===== config.mk =====
export PLATFORM = sky130hd
export DESIGN_NAME = k12a_lcd_sequencer
export DESIGN_NICKNAME = d
export VERILOG_FILES = /design/src/rtl/k12a_pkg.sv /design/src/rtl/k12a_lcd_sequencer.sv
export SDC_FILE = /design/constraint.sdc
export NUM_CORES = 1
export LEC_CHECK = 0
export ABC_AREA = 1
export CAP_MARGIN = 25
export CELL_PAD_IN_SITES_DETAIL_PLACEMENT = 1
export CELL_PAD_IN_SITES_GLOBAL_PLACEMENT = 2
export CORE_UTILIZATION = 33
export DETAILED_ROUTE_END_ITERATION = 10
export GPL_ROUTABILITY_DRIVEN = 0
export HOLD_SLACK_MARGIN = 0.02
export PLACE_DENSITY = 0.94
export SETUP_SLACK_MARGIN = 0.4
export SLEW_MARGIN = 10
export SYNTH_ARGS = -nofsm -noshare
export SYNTH_HDL_FRONTEND = slang
export SYNTH_SLANG_ARGS = --single-unit

===== constraint.sdc =====
create_clock -name cpu_clock -period 4.5 [get_ports cpu_clock]
set_input_delay 0.9 -clock cpu_clock [delete_from_list [all_inputs] [get_ports cpu_clock]]
set_output_delay 0.9 -clock cpu_clock [all_outputs]
set_load 0.01 [all_outputs]

===== src/rtl/k12a_pkg.sv =====
// Shared types and LCD command constants for the k12a LCD sequencer.
package k12a_pkg;

  typedef enum logic [2:0] {
    IDLE  = 3'd0,
    SETUP = 3'd1,
    PULSE = 3'd2,
    HOLD  = 3'd3,
    EXEC  = 3'd4
  } lcd_seq_state_t;

  localparam logic [7:0] LCD_CMD_CLEAR = 8'h01;
  localparam logic [7:0] LCD_CMD_HOME  = 8'h02;

  // Clear (0x01) and home (0x02/0x03) are the only instructions with only bits [1:0] set.
  function automatic logic lcd_needs_long_exec(input logic rs, input logic [7:0] cmd);
    localparam logic [7:0] LongMask = LCD_CMD_CLEAR | LCD_CMD_HOME;
    return !rs && ((cmd | LongMask) == LongMask);
  endfunction

endpackage


===== src/rtl/k12a_lcd_sequencer.sv =====
// HD44780-style LCD write sequencer: setup, enable pulse, hold and execution wait.
// Define LCD_NIBBLE_MODE_EN for the 4-bit interface (two nibble transfers per byte).
module k12a_lcd_sequencer
  import k12a_pkg::*;
#(
  parameter int unsigned SETUP_CYCLES     = 1,
  parameter int unsigned PULSE_CYCLES     = 4,
  parameter int unsigned HOLD_CYCLES      = 1,
  parameter int unsigned EXEC_CYCLES      = 40,
  parameter int unsigned LONG_EXEC_CYCLES = 1600
) (
  input  logic       cpu_clock,
  input  logic       reset_n,
  input  logic       xfer_req,
  input  logic       xfer_rs,
  input  logic [7:0] xfer_data,
  input  logic       overrun_clr,
  output logic       busy,
  output logic       overrun,
  output logic       lcd_rs,
  output logic       lcd_rw,
  output logic       lcd_en,
  output logic [7:0] lcd_data
);

  localparam int unsigned Max01 = (SETUP_CYCLES > PULSE_CYCLES) ? SETUP_CYCLES : PULSE_CYCLES;
  localparam int unsigned Max2  = (Max01 > HOLD_CYCLES) ? Max01 : HOLD_CYCLES;
  localparam int unsigned Max3  = (Max2 > EXEC_CYCLES) ? Max2 : EXEC_CYCLES;
  localparam int unsigned MaxCy = (Max3 > LONG_EXEC_CYCLES) ? Max3 : LONG_EXEC_CYCLES;
  localparam int unsigned CW    = $clog2(MaxCy + 1);

  localparam logic [CW-1:0] SetupLoad = CW'(SETUP_CYCLES - 1);
  localparam logic [CW-1:0] PulseLoad = CW'(PULSE_CYCLES - 1);
  localparam logic [CW-1:0] HoldLoad  = CW'(HOLD_CYCLES - 1);
  localparam logic [CW-1:0] ExecLoad  = CW'(EXEC_CYCLES - 1);
  localparam logic [CW-1:0] LongLoad  = CW'(LONG_EXEC_CYCLES - 1);

  lcd_seq_state_t state_q, state_d;
  logic [CW-1:0]  cnt_q, cnt_d;
  logic           busy_q, busy_d;
  logic           overrun_q, overrun_d;
  logic           rs_q, rs_d;
  logic           en_q, en_d;
  logic [7:0]     data_q, data_d;
  logic [7:0]     cmd_byte;

`ifdef LCD_NIBBLE_MODE_EN
  logic [7:0] byte_q, byte_d;
  logic       nib_q, nib_d;
  assign cmd_byte = byte_q;
`else
  assign cmd_byte = data_q;
`endif

  always_comb begin
    state_d   = state_q;
    cnt_d     = cnt_q;
    rs_d      = rs_q;
    data_d    = data_q;
    overrun_d = overrun_q;
`ifdef LCD_NIBBLE_MODE_EN
    byte_d    = byte_q;
    nib_d     = nib_q;
`endif

    if (overrun_clr) overrun_d = 1'b0;
    if (xfer_req && (state_q != IDLE)) overrun_d = 1'b1;

    unique case (state_q)
      IDLE: begin
        if (xfer_req) begin
          rs_d    = xfer_rs;
          state_d = SETUP;
          cnt_d   = SetupLoad;
`ifdef LCD_NIBBLE_MODE_EN
          data_d  = {xfer_data[7:4], 4'h0};
          byte_d  = xfer_data;
          nib_d   = 1'b0;
`else
          data_d  = xfer_data;
`endif
        end
      end
      SETUP: begin
        if (cnt_q == '0) begin
          state_d = PULSE;
          cnt_d   = PulseLoad;
        end else begin
          cnt_d = cnt_q - CW'(1);
        end
      end
      PULSE: begin
        if (cnt_q == '0) begin
          state_d = HOLD;
          cnt_d   = HoldLoad;
        end else begin
          cnt_d = cnt_q - CW'(1);
        end
      end
      HOLD: begin
        if (cnt_q == '0) begin
          state_d = EXEC;
          cnt_d   = lcd_needs_long_exec(rs_q, cmd_byte) ? LongLoad : ExecLoad;
`ifdef LCD_NIBBLE_MODE_EN
          // First nibble done: go straight back to SETUP with the low nibble.
          if (!nib_q) begin
            state_d = SETUP;
            cnt_d   = SetupLoad;
            data_d  = {byte_q[3:0], 4'h0};
            nib_d   = 1'b1;
          end
`endif
        end else begin
          cnt_d = cnt_q - CW'(1);
        end
      end
      EXEC: begin
        if (cnt_q == '0) begin
          state_d = IDLE;
        end else begin
          cnt_d = cnt_q - CW'(1);
        end
      end
      default: begin
        state_d = IDLE;
        cnt_d   = '0;
      end
    endcase

    busy_d = (state_d != IDLE);
    en_d   = (state_d == PULSE);
  end

  always_ff @(posedge cpu_clock or negedge reset_n) begin
    if (!reset_n) begin
      state_q   <= IDLE;
      cnt_q     <= '0;
      busy_q    <= 1'b0;
      overrun_q <= 1'b0;
      rs_q      <= 1'b0;
      en_q      <= 1'b0;
      data_q    <= 8'h00;
`ifdef LCD_NIBBLE_MODE_EN
      byte_q    <= 8'h00;
      nib_q     <= 1'b0;
`endif
    end else begin
      state_q   <= state_d;
      cnt_q     <= cnt_d;
      busy_q    <= busy_d;
      overrun_q <= overrun_d;
      rs_q      <= rs_d;
      en_q      <= en_d;
      data_q    <= data_d;
`ifdef LCD_NIBBLE_MODE_EN
      byte_q    <= byte_d;
      nib_q     <= nib_d;
`endif
    end
  end

  assign busy     = busy_q;
  assign overrun  = overrun_q;
  assign lcd_rs   = rs_q;
  assign lcd_rw   = 1'b0;
  assign lcd_en   = en_q;
  assign lcd_data = data_q;

endmodule


# Word level (Yosys, flattened, before mapping)
# Cells that the tools add are included.
# word_totals
regBits,26
input_bits,13
# op_classes
add_sub_neg,1
n_eq_ne,7
n_mux,15
reduce_logical,11
# op_table
op,n
$mux W11,6
$pmux W11 S5,1
$mux W3,5
$pmux W3 S5,1
$logic_not A11 Y1,1
$sub A11 B1 Y11 const B,1
$eq A3 B2 Y1 const B,3
$logic_not A6 Y1,1
$reduce_bool A3 Y1,2
$ne A2 B2 Y1 const B,2
$reduce_and A2 Y1,2
$eq A3 B1 Y1 const B,1
$eq A3 B3 Y1 const B,1
$logic_not A3 Y1,1
$logic_and A1 B1 Y1,2
$mux W1,2
$reduce_bool A2 Y1,1
$logic_not A1 Y1,1

# Longest topological paths before layout
# depth
word_depth,5
ltp_mapped,11
ltp_nobuf,11

# Worst setup path after synthesis
# No wires, ideal clock.
# synth_timing
path_kind,input to register
from,in xfer_req
to,reg cnt_q[8]
setup_ns,0.117
arrival_ns,1.490
required_time_ns,4.383
slack_ns,2.894
path_stages,6
path_buffers,1
path_cell_list,or2_4 > nand2_4 > buf_12 > inv_6 > nand3_2 > nand2_1
# synth_between
elab_chain_len,2
# synth_rtl
item,line,source
from (decl),k12a_lcd_sequencer.sv:14,"input logic xfer_req,"
$ne A2 B2 Y1 (no line),--,
$reduce_and A2 Y1 (no line),--,
to (signal assigned),k12a_lcd_sequencer.sv:149,cnt_q <= cnt_d;
to (decl),k12a_lcd_sequencer.sv:39,"logic [CW-1:0] cnt_q, cnt_d;"
# No other way between the ends.
# A chain may end at the register's enable or synchronous reset.

# Worst setup path in the final report
# layout_timing
from,"reg data_q[6], in the netlist lcd_data[6]"
to,out lcd_data[6]
# layout_rtl
item,line,source
from (decl),k12a_lcd_sequencer.sv:44,"logic [7:0] data_q, data_d;"
from (signal assigned),k12a_lcd_sequencer.sv:154,data_q <= data_d;
to (decl),k12a_lcd_sequencer.sv:23,output logic [7:0] lcd_data
# No word-level cell between the ends.

==> metrics.md <==
| Metric | Value |
|---|---|
| Max-Cap Viols | `0` |
| Vias/cell | `4.78` |
| Area of the multi-input gates | `769 um^2` |
| Most frequent cells in the layout | `nand2_1, inv_1, dfrtp_1` |
| Total CTS buffers | `3` |
| Fin. max-slew vios | `0` |
| Worst Path Required | `3.60 ns` |
| YS warnings | `0` |
| Final Hold Fails | `0` |
| Number of synthesized flops with an enable pin | `0` |
| Vias in the first global route | `1408` |
| Residual DRC | `0` |
| Antenna violations before repair | `0` |
| RSZ-0062 raised after global routing | `no` |
| Share of post-route cells with drive strength above 1 | `0.150` |
| Average cell area after synthesis | `7.90 um^2` |
| Fmax | `0.474 GHz` |
| Skew-Pair Late Insertion Delay | `0.27 ns` |
| Leak Pwr | `1.04 nW` |
| CTS sink count | `26` |
| IO Count | `26` |
| FF/Latch Area | `651 um^2` |
| Synth top area share | `0.414` |
| Synthesized netlist cell count | `199` |
| Setup Crit Path Kind | `reg -> out` |
| Tmin final | `2.11 ns` |
| Final Skew | `0.00279 ns` |
| CTS H-tree depth | `1` |
| Nets@finish | `242` |
| Die ar. | `5050 um^2` |
| CTS tree | `done` |
| Critical-path cell list | `clkdlybuf4s50_1` |
| Most common cell after layout, fill and taps aside | `nand2_1` |
| # setup viols final | `0` |
| CTS Root Cell | `clkbuf_8` |
| Critical Path Sink Type | `output pin` |
| Pre-CTS setup slack | `2.30 ns` |
| Fin Setup TNS | `0 ns` |
| DRT iter0 DRCs | `36` |
| Ys flop type | `dfrtp_1` |
| Peak supply drop | `0.0958 mV` |
| Worst-path clk slew | `0.09 ns` |
| Arr. time, crit path | `1.21 ns` |
| Port Buf Inserts | `24` |
| Detail Placement HPWL | `2.89 mm` |
| Mapped Area | `1570 um^2` |
| Pwr dens | `234 nW/um^2` |
| Post-synthesis cell type count | `33` |
| # Post-CTS Setup Buffers | `0` |
| Die H | `71.0 um` |
| Status | `complete, no violations` |
| FP Rows | `24` |
| Crit-path max cell delay | `0.55 ns` |
| WL final | `3.69 mm` |
| Syn-to-layout area delta | `22.9%` |
| Remaining global-route overflow | `0` |
| Post-layout worst setup margin | `2.39 ns` |
| Critical path's slowest cell | `clkdlybuf4s50_1` |
| Initial Util | `0.352` |
| Hold WC Path Type | `reg -> reg` |
| Crit share post-route | `0.468` |
| Post-synthesis net count | `214` |
| Crit start category | `flop` |
| Worst-path maximum fanout | `3` |
| Total track usage | `0.167` |
| Cell family with most CP delay | `buffers and inverters` |
| Synth top area cells | `dfrtp_1, nand2_1, nand3_1` |
| Final ANT Viol Nets | `0` |
| Width of the chip | `71.0 um` |
| Antenna diodes | `0` |
| CTS Hold Bufs | `0` |
| Asr flop ratio synth | `1.00` |
| Drt wl/cell | `13.3 um` |
| Yosys reg bits | `26` |
| DP Cell Count | `273` |
| Cell taking the most area after synthesis | `dfrtp_1` |
| CTS Buffer Depth | `2` |
| First-pass GRT wire length | `6.49 mm` |
| Total power | `0.452 mW` |
| 1st-pass router iterations | `6` |
| Crit path buf inv count | `1` |
| Non-Filler Instances | `278` |
| Core region area | `4470 um^2` |
| # resized after CTS | `0` |
| Min Hold Slack | `0.517 ns` |
| Pin count of the biggest net entering global routing | `21` |
| Number of fill cells | `564` |
| Sequential area share after synthesis | `0.414` |
| Via count | `1329` |
[report_power, final]
part           leakage, nW  total [mW]  switching, mW  internal (mW)
Combinational        0.703      0.0202        0.00804         0.0121
Sequential           0.303       0.234       0.000276          0.234
Clock               0.0357       0.197         0.0782          0.119
[metrics by stage]
step                 util  cell area [um^2]
finish              0.432              1930
global route        0.432              1930
CTS                 0.429              1920
detailed placement  0.413              1850
global placement    0.413              1850
floorplan               -              1570
[worst paths after layout]
check                                               end                    start  slack [ns]  cells after the start
min in group asynchronous          cnt_q[0]$_DFFE_PN0P_                  reset_n        0.93                      1
worst max-delay path                        lcd_data[6]  lcd_data[6]$_DFFE_PN0P_        2.39                      1
worst min register to register    cnt_q[10]$_DFFE_PN0P_    cnt_q[10]$_DFFE_PN0P_        0.52                      2
max in group asynchronous       lcd_data[3]$_DFFE_PN0P_                  reset_n        2.96                      3
worst max register to register           busy$_DFF_PN0_     cnt_q[0]$_DFFE_PN0P_        2.81                     10
worst min-delay path              cnt_q[10]$_DFFE_PN0P_    cnt_q[10]$_DFFE_PN0P_        0.52                      2
[synth_stat cells, types with 2 or more instances]
master / n
mux2_2: 4
nor2_1: 19
a21oi_2: 2
nand3_1: 20
inv_1: 26
nor3_1: 2
nor2_4: 3
nand2_1: 56
xor2_1: 3
inv_2: 2
ha_1: 2
o22ai_1: 2
nand2_2: 7
a21oi_1: 6
xnor2_1: 2
dfrtp_1: 26
[sequential cells by signal, summed over array words and instances (netlist names)]
signal and cells:
lcd_en 1, lcd_rs 1, busy 1, overrun 1, lcd_data 8, cnt_q 11, state_q 3
[worst reg2reg max path, stage by stage (launching register included)]
cell and delay (ns):
dfrtp_1 0.42, inv_1 0.12, ha_1 0.22, nand2_1 0.16
inv_1 0.08, nand2_2 0.15, inv_2 0.06, nand2_1 0.13
o21ai_2 0.09, nor2_1 0.12, nand2_1 0.06
[logic make-up (layout without fill, tap and decap cells)]
family,count (synthesis),after routing,share of synthesized area
fa+ha+maj,2,2,0.0159
xor+xnor,5,5,0.0278
buf+inv,32,59,0.0971
other cells,1,1,0.00238
flops,26,26,0.414
compound gates,14,14,0.0581
mux,5,5,0.0382
simple gates,114,114,0.347
[metal layers]
metal / GRT usage / up-vias / routed length (um)
met4: 0.0644 / 0 / 48
met2: 0.278 / 12 / 1830
met5: 0 / - / 0
met1: 0.223 / 642 / 1740
li1: - / 671 / -
met3: 0.0214 / 4 / 68
[final cells by class]
class / instances / share of cell area
Multi-Input combinational cell: 141 / 0.398
Sequential cell: 26 / 0.337
Timing Repair Buffer: 26 / 0.136
Inverter: 29 / 0.0589
Tap cell: 52 / 0.0337
Clock buffer: 3 / 0.0214
Clock inverter: 1 / 0.0155
No activity file was read; power rests on OpenSTA's default activity.
